==> config.mk <==
export PLATFORM = sky130hd
export DESIGN_NAME = detector_jogada
export DESIGN_NICKNAME = d
export VERILOG_FILES = /design/src/rtl/detector_jogada.sv
export SDC_FILE = /design/constraint.sdc
export NUM_CORES = 1
export LEC_CHECK = 0
export ABC_AREA = 1
export BUFFER_PORTS_ARGS = -buffer_cell sky130_fd_sc_hd__clkbuf_2
export CAP_MARGIN = 30
export CORE_MARGIN = 4
export CORE_UTILIZATION = 50
export CTS_CLUSTER_DIAMETER = 50
export DETAILED_ROUTE_END_ITERATION = 6
export PLACE_DENSITY = 0.71
export SETUP_SLACK_MARGIN = 0.4
export SYNTH_ARGS = -nofsm -noshare
export SYNTH_HDL_FRONTEND = slang
export SYNTH_SLANG_ARGS = --single-unit
==> constraint.sdc <==
create_clock -name clock -period 2.8 [get_ports clock]
set_input_delay 0.56 -clock clock [delete_from_list [all_inputs] [get_ports clock]]
set_output_delay 0.56 -clock clock [all_outputs]
set_load 0.01 [all_outputs]
==> src/rtl/detector_jogada.sv <==
// Button input conditioner for the Genius game: 2-FF synchroniser, debounce FSM, one-hot validation.
// Optional inactivity flag enabled by defining DETECTOR_TIMEOUT_EN; otherwise timeout is tied to 0.
module detector_jogada #(
   parameter int DEBOUNCE_CYCLES = 5,
   parameter int TIMEOUT_CYCLES  = 3000
) (
   input  logic       clock,
   input  logic       reset,
   input  logic [3:0] botoes,
   input  logic       habilita,
   input  logic       limpa,
   output logic       jogada_feita,
   output logic [3:0] jogada,
   output logic       jogada_invalida,
   output logic       timeout,
   output logic [2:0] db_estado
);

   localparam int CNT_W = $clog2(DEBOUNCE_CYCLES) + 1;
   localparam logic [CNT_W-1:0] CNT_MAX = CNT_W'(DEBOUNCE_CYCLES - 1);

   typedef enum logic [2:0] {
      ESPERA  = 3'd0,
      FILTRA  = 3'd1,
      VALIDA  = 3'd2,
      SOLTURA = 3'd3
   } estado_t;

   if (DEBOUNCE_CYCLES < 1) begin : g_bad_debounce
      $error("DEBOUNCE_CYCLES must be >= 1");
   end
   if (TIMEOUT_CYCLES < 1) begin : g_bad_timeout
      $error("TIMEOUT_CYCLES must be >= 1");
   end

   function automatic logic is_onehot(input logic [3:0] v);
      return (v != 4'd0) && ((v & (v - 4'd1)) == 4'd0);
   endfunction

   function automatic logic [CNT_W-1:0] sat_inc(input logic [CNT_W-1:0] v);
      return (v == {CNT_W{1'b1}}) ? v : v + CNT_W'(1);
   endfunction

   logic [3:0]       sync_p0, sync_p1;
   logic [3:0]       s;
   estado_t          state, state_nx;
   logic [CNT_W-1:0] cnt, cnt_nx;
   logic [3:0]       cand, cand_nx;
   logic [3:0]       jogada_nx;
   logic             capture;

   // stage p0/p1: two-flop synchroniser for the asynchronous buttons
   always_ff @(posedge clock or negedge reset) begin
      if (!reset) begin
         sync_p0 <= 4'd0;
         sync_p1 <= 4'd0;
      end else begin
         sync_p0 <= botoes;
         sync_p1 <= sync_p0;
      end
   end

   assign s = sync_p1;

   always_comb begin
      state_nx  = state;
      cnt_nx    = cnt;
      cand_nx   = cand;
      capture   = 1'b0;
      case (state)
         ESPERA: begin
            if (habilita && (s != 4'd0)) begin
               state_nx = FILTRA;
               cand_nx  = s;
               cnt_nx   = '0;
            end
         end
         FILTRA: begin
            if (s != cand) begin
               state_nx = ESPERA;
            end else if (!habilita) begin
               // abandoned mid-filter: still demand a clean release before re-arming
               state_nx = SOLTURA;
               cnt_nx   = '0;
            end else if (cnt == CNT_MAX) begin
               state_nx = VALIDA;
               capture  = is_onehot(cand);
            end else begin
               cnt_nx = sat_inc(cnt);
            end
         end
         VALIDA: begin
            state_nx = SOLTURA;
            cnt_nx   = '0;
         end
         SOLTURA: begin
            if (s != 4'd0) begin
               cnt_nx = '0;
            end else if (cnt == CNT_MAX) begin
               state_nx = ESPERA;
            end else begin
               cnt_nx = sat_inc(cnt);
            end
         end
         default: begin
            state_nx = ESPERA;
            cnt_nx   = '0;
         end
      endcase
   end

   // capture takes priority over a coincident clear
   always_comb begin
      jogada_nx = jogada;
      if (capture) begin
         jogada_nx = cand;
      end else if (limpa) begin
         jogada_nx = 4'd0;
      end
   end

   always_ff @(posedge clock or negedge reset) begin
      if (!reset) begin
         state  <= ESPERA;
         cnt    <= '0;
         cand   <= 4'd0;
         jogada <= 4'd0;
      end else begin
         state  <= state_nx;
         cnt    <= cnt_nx;
         cand   <= cand_nx;
         jogada <= jogada_nx;
      end
   end

   assign jogada_feita    = (state == VALIDA) &&  is_onehot(cand);
   assign jogada_invalida = (state == VALIDA) && !is_onehot(cand);
   assign db_estado       = state;

`ifdef DETECTOR_TIMEOUT_EN
   localparam int TCNT_W = $clog2(TIMEOUT_CYCLES) + 1;
   localparam logic [TCNT_W-1:0] TCNT_MAX = TCNT_W'(TIMEOUT_CYCLES - 1);

   logic [TCNT_W-1:0] tcnt;

   // idle counter only runs while waiting for a press with the UC listening
   always_ff @(posedge clock or negedge reset) begin
      if (!reset) begin
         tcnt <= '0;
      end else if (!habilita || (state != ESPERA)) begin
         tcnt <= '0;
      end else if (tcnt != TCNT_MAX) begin
         tcnt <= tcnt + TCNT_W'(1);
      end
   end

   assign timeout = (tcnt == TCNT_MAX);
`else
   assign timeout = 1'b0;
`endif

endmodule

**Word-level counts from Yosys, hierarchy flattened**

Cells that the tools add are included.

- Input port bits: 8
- Flip-flop bits (word level): 23
- Word-level logic and storage cells: 53
- Output and inout port bits: 10

- Equality and inequality tests: 11
- Bitwise logic cells: 1
- $add $sub $neg: 2
- Reductions and logical operators: 13
- Muxes and demuxes: 20

Operators with widths:

| operator | count |
|---|---|
| $mux 4 | 8 |
| $mux 3 | 6 |
| $pmux 3 s4 | 1 |
| $pmux 4 s3 | 1 |
| $ne 2x2->1 const B | 4 |
| $reduce_bool 4->1 | 2 |
| $eq 3x2->1 const B | 2 |
| $add 4x1->4 const B | 1 |
| $and 4x4->4 | 1 |
| $eq 4x3->1 const B | 1 |
| $eq 4x4->1 const B | 1 |
| $logic_and 1x1->1 | 4 |
| $logic_not 4->1 | 1 |
| $mux 1 | 4 |
| $ne 4x4->1 | 1 |
| $ne 4x4->1 const B | 1 |
| $reduce_and 2->1 | 2 |
| $reduce_and 4->1 | 1 |
| $sub 4x1->4 const B | 1 |
| $eq 3x1->1 const B | 1 |
| $logic_not 3->1 | 1 |
| $reduce_bool 2->1 | 1 |
| $logic_not 1->1 | 1 |

**Depth between registers and ports, before layout**

Gate-level depths: netlist of run 1.

- Depth after elaboration: 9
- Gate-level depth with buffers: 10
- Depth with buffers taken out: 10

**Worst setup path after synthesis of run 1**

OpenSTA, ideal clock, no wires.

- Path type: flip-flop to output port
- From: register cand[3]
- To: output port jogada_feita
- Slack: 1.262 ns
- Required time: 2.240 ns
- Data arrival time: 0.978 ns
- Stages on the path, launching flop included: 5
- Buffers on the path: 0
- Cell sequence: dfrtp_1 -> or2_1 -> nand2_1 -> nand2_1 -> nor2_1

- Longest elaborated chain between the ends: 5
- Elaborated cells on any way between the ends: 6
- Those cells by class: add/sub: 1; bitwise: 1; reduce/logical: 4

RTL lines:

| item | line | RTL |
|---|---|---|
| start, declared | 48 | `logic [3:0] cand, cand_nx;` |
| start signal, assigned | 131 | `cand <= cand_nx;` |
| $sub 4x1->4 | 37 | `return (v != 4'd0) && ((v & (v - 4'd1)) == 4'd0);` |
| $and 4x4->4 | 37 |  |
| $logic_not 4->1 | 37 |  |
| $logic_and 1x1->1 * | 37 |  |
| $logic_and 1x1->1 * | 136 | `assign jogada_feita = (state == VALIDA) && is_onehot(cand);` |
| end, declared | 12 | `output logic jogada_feita,` |

Mark *: on every way between the ends. The rest lies on a longest branch, timed or not.

**Final worst setup path of run 1**

Ends and elaborated chain as after synthesis.

==> results of run 1 <==
## final cells by class
cell class / instances / area (um2) / area share
clock buffer: 3 / 22.52 / 0.01653
clock inverter: 1 / 30.03 / 0.02204
inverter: 19 / 71.32 / 0.05234
multi-input combinational: 114 / 578.1 / 0.4242
sequential: 22 / 550.5 / 0.4040
tap: 28 / 35.03 / 0.02571
timing repair buffer: 15 / 75.07 / 0.05510
## kinds of logic after synthesis
| logic type | synth area share |
|---|---|
| simple gates | 0.3881 |
| buf+inv | 0.07699 |
| flops | 0.4517 |
| xor+xnor | 0.01438 |
| other cells | 0.003077 |
| fa+ha+maj | 0.02053 |
| compound gates | 0.04516 |
## per-stage QoR
stage | utilization | setup slack (ns)
after floorplan | - | 1.262
final | 0.5987 | 0.8207
after global placement | 0.5756 | 1.192
after CTS | 0.5987 | 0.8110
after global routing | 0.5987 | 0.6928
after detailed placement | 0.5756 | 1.169
## placed cells by master (no fill, tap or decap)
cell type	instances
nand2_2	3
conb_1	2
nor2_1	6
nor2_2	1
or2_1	1
nor2_4	4
dfrtp_1	22
nand3_1	16
bufinv_16	1
clkbuf_4	3
clkbuf_2	15
nand2_1	56
a21oi_1	1
inv_1	15
xor2_1	1
nand4_1	7
ha_1	2
nand2_4	2
inv_2	4
o21ai_0	7
o21ai_1	3
xnor2_1	1
nand3_4	1
## critical path: stages, from the launching register on
cell and delay [ns]:
dfrtp_1 0.45, or2_1 0.26, nand2_1 0.08, nand2_1 0.10, nor2_1 0.10, clkbuf_2 0.14
## power by group
part	leakage [nW]	internal, mW	switching, mW
registers	0.279	0.371	0.0701
clock network	0.0279	0.145	0.0905
logic	0.457	0.141	0.274
total	0.764	0.657	0.434
## state kept, by name (all words and copies together) (netlist names)
register and count:
s 4, jogada 4, cand 4, sync_p0 4, db_estado 2, cnt 4
## metal layers
metal  share of wire  vias up  wire (um)
met3           0.061        2        128
met2            0.44       22        924
met4          0.0072        0         15
li1                -      528          -
met1            0.49      447       1016
met5               0        -          0
## worst min-delay path by stage
stage / startpoint / endpoint / slack, ns / depth (start not counted)
final: reset / cand[0] / 0.21 / 1
after detailed placement: sync_p0[3] / s[3] / 0.33 / 0
after CTS: reset / cand[0] / 0.22 / 1
after floorplan: reset / cand[0] / 0.26 / 0
after global placement: sync_p0[3] / s[3] / 0.33 / 0
after global routing: reset / cand[2] / 0.22 / 1
==> impl_metrics.ini, run 1 <==
[status]
status = finished, final reports clean

[synthesis]
synth_most_common_cell = nand2_1
async_reset_ff_frac = 1.000
synth-edff-count = 0
ys.flop_type = dfrtp_1
synth_top_area_share = 0.4517
yosys_warnings = 0
ys_top_cells_by_area = dfrtp_1 (45%), nand2_1 (17%), nand3_1 (6.6%)
synth.avg_cell_area_um2 = 7.762
synth_area_um2 = 1219
ys_types = 21
yosysSeqAreaShare = 0.4517
synth_seq_cells = 22
yosysTopAreaCell = dfrtp_1
synth_common_cells = nand2_1 (56), dfrtp_1 (22), nand3_1 (16)
synth_cells = 157

[floorplanning]
dieArea_um2 = 3291
row_count = 17
dieWidth_um = 57.37
start_util = 0.5355
die_h_um = 57.37
num_io_pins = 18
coreArea_um2 = 2276

[worst_setup_path]
r2r_end = db_estado[0]
critPathArrivalTime_ns = 1.42
ff2ff_path_depth = 7
startpoint = cand[3]
crit_path_end_kind = output port
worst_setup_path_start_kind = register
required_ns = 2.24
path_max_fanout = 5
r2r-start = cnt[0]
cp-endpoint = jogada_feita
rrSetupSlack_ns = 1.23
critPathKind = register to output port

[placed_design]
hpwl_um = 1607
dp_cells = 198
gp_congestion = 0.8448
place_area_um2 = 1310
numPortBuffers = 15

[layout]
final_nets = 185
fin_cells = 202
diodes = 0
fillers = 218
finalInstanceArea_um2 = 1363
areaGrowthSynthToFinish_pct = 11.81
drive_gt1_frac = 0.1954

[sta]
finalCritPeriodShare = 0.7069
relSlewSlack = 0.6486
timing.hold.ws_ns = 0.2100
setup_viol = 0
slew_violations = 0
hold_violations = 0
max_freq_mhz = 505.2
fin_skew_ns = 0.001124
tightest_slew_ns = 0.5270
final.setup.tns_ns = 0
rsz0062_at_grt = false
final.min_clock_period_ns = 1.979

[clock_tree]
numClockSinks = 22
clockRootBuffer = clkbuf_4
numCtsBuffers = 3
cts_hold_buf = 0
clk_latency_ns = 0.30
cts_resized = 0
path_clk_slew_ns = 0.11
postCtsSetupRepairBufs = 0
cts_tree = done
clock_path_buffers = 2
h-tree-depth = 1

[pwr]
power.total_mw = 1.091
p_per_area_nw_per_um2 = 800.9
vdd_drop_max_uv = 535.7
leakagePower_nw = 0.7643

[drt]
drtIter0Drc = 19
drc = 0
vias_per_cell = 4.946
post_drt_wl_per_cell_um = 10.32
dr.pass1.iters = 4
finalWirelength_um = 2085
ant_nets = 0
vias = 999

[global_route]
use_met2 = 0.2355
use_met1 = 0.1949
busiest_layer = met2
first_global_vias = 908
antenna_found_initial = 0
grt_max_degree = 23
grt_overflow = 0
grt_use_total = 0.1471
grt_pass1_wl_um = 3836
met3_usage = 0.04751

[run]
maxCapViolCount = 0

[min_path]
hold_path.class = primary input to async pin
(Power assumes the default switching activity.)
==> inputs of run 2 (changes only) <==
==> constraint.sdc (replaced) <==
create_clock -name clock -period 1.9 [get_ports clock]
set_input_delay 0.38 -clock clock [delete_from_list [all_inputs] [get_ports clock]]
set_output_delay 0.38 -clock clock [all_outputs]
set_load 0.01 [all_outputs]
==> run 2 against run 1 <==
Effect of this change:
- clock skew up 0.0017 ns
- combinational power up 110%
- first-iteration DRC count up 58%
- sequential power rose by 48%
- highest routed layer unchanged
- register-to-register slack got worse by 0.92 ns
- design area grew 9.5%
- sequential share of layout area is 3.4 points lower
- hold slack worse by 0.19 ns
- worst setup slack worse by 0.69 ns
- clock power grew 54%
- utilization is 5.7 points higher
- wire length is 21% higher
==> impl_metrics.ini, run 2 (same netlist as run 1, synthesis figures left out) <==
[drt]
vias_per_cell = 5.118
dr.pass1.iters = 4
wl_met1_um = 1071
dr_wl_met2_um = 1259
ant_nets = 0
vias = 1080
drtIter0Drc = 30
finalWirelength_um = 2527
drc = 0
post_drt_wl_per_cell_um = 11.98
wl_met3_um = 165
highest_layer = met4

[clock_tree]
h-tree-depth = 1
cts_tree = done
clk_latency_ns = 0.31
clock_path_buffers = 2
cts_hold_buf = 0
numClockSinks = 22
path_clk_slew_ns = 0.13
numCtsBuffers = 3
clockRootBuffer = clkbuf_4

[layout]
diodes = 0
fillers = 201
drive_gt1_frac = 0.3552
utilization = 0.6559
fin_cells = 211
mostFrequentLayoutCells = nand2_1 (48), dfrtp_1 (20), nand3_1 (14), clkbuf_2 (13), inv_1 (12)
final_nets = 194
finalInstanceArea_um2 = 1493
final_common_cell = nand2_1
areaGrowthSynthToFinish_pct = 22.48

[floorplanning]
die_h_um = 57.37
coreArea_um2 = 2276
dieWidth_um = 57.37
num_io_pins = 18
dieArea_um2 = 3291
start_util = 0.5355
row_count = 17

[global_route]
first_global_vias = 1096
grt_overflow = 0
grt_max_degree = 23
grt_use_total = 0.1698
grt_pass1_wl_um = 4443
antenna_found_initial = 0

[sta]
hold_violations = 0
fin_skew_ns = 0.002818
rsz0062_at_grt = true
final.min_clock_period_ns = 1.773
tightest_slew_ns = 0.5406
setup_slack_ns = 0.1269
finalCritPeriodShare = 0.9332
max_freq_mhz = 564.0
final.setup.tns_ns = 0
setup_viol = 0
slew_violations = 0
relSlewSlack = 0.6396
timing.hold.ws_ns = 0.02386

[worst_setup_path]
slowest_stage = dfrtp_2
required_ns = 1.52
path_max_fanout = 4
ff2ff_path_depth = 9
crit_top_cell = nand2_2
critPathKind = register to output port
worst_setup_path_start_kind = register
slowest_delay_ns = 0.45
crit_chain = or2_4, nand2_2, nand2_2, a21oi_1, buf_2
crit_path_end_kind = output port
critPathArrivalTime_ns = 1.39

[pwr]
power.total_mw = 1.875
leakagePower_nw = 0.8147
vdd_drop_max_uv = 772.0
p_per_area_nw_per_um2 = 1256

[placed_design]
hpwl_um = 1832
gp_congestion = 0.8182
dp_cells = 198
place_area_um2 = 1310
pre_cts_ws_ns = 0.3967
numPortBuffers = 15

[status]
status = finished, final reports clean

[min_path]
hold_path.class = primary input to async pin

[run]
maxCapViolCount = 0
run 2: cell types whose count changed in the layout (fill, tap and decap cells not counted), sizes merged:
| cell | change |
|---|---|
| buf | +11 |
| clkbuf | -2 |
run 2: layout make-up:
type | instances | area, um2 | share of cell area
tap | 28 | 35.03 | 0.02347
multi-input combinational | 114 | 638.1 | 0.4275
clock buffer | 3 | 22.52 | 0.01509
clock inverter | 1 | 30.03 | 0.02012
inverter | 19 | 71.32 | 0.04778
sequential | 22 | 553.0 | 0.3705
timing repair buffer | 24 | 142.6 | 0.09556
run 2: timing repair:
| action | in CTS | in global routing |
|---|---|---|
| resized for setup | 4 | 23 |
| pin swaps | 2 | 4 |
| setup endpoints to repair | 4 | 12 |
| buffers inserted | 6 | 3 |
| cloned | 0 | 0 |
| endpoints found under the hold margin | 0 | 0 |
run 2: path summary, 6_finish.rpt:
check / startpoint / slack [ns] / to
setup / recovery: cand[1] / 0.13 / jogada_invalida
hold / removal: reset / 0.02 / jogada[1]
setup reg to reg: cand[3] / 0.31 / jogada[0]
hold reg to reg: sync_p0[0] / 0.36 / s[0]
max in group asynchronous: reset / 1.49 / cand[1]
min in group clock: botoes[0] / 0.16 / sync_p0[0]
run 2: routing by layer:
| metal | track usage | vias up |
|---|---|---|
| met5 | 0 | - |
| met4 | 0.05960 | 0 |
| met3 | 0.03167 | 4 |
| met2 | 0.3065 | 41 |
| met1 | 0.1983 | 493 |
| li1 | - | 542 |
run 2: where the power goes:
group          internal [mW]  switching, mW  total, mW
clock                  0.213          0.149      0.363
sequential             0.551          0.102      0.653
combinational          0.342          0.517      0.859
total                   1.11          0.768       1.87
run 2: critical path, delay by kind of cell (launching register included):
kind                   cells  cell delay, ns
AOI/OAI and AO/OA          1            0.11
buffers and inverters      1            0.15
DFF                        1            0.45
and+or+nand+nor            3            0.37
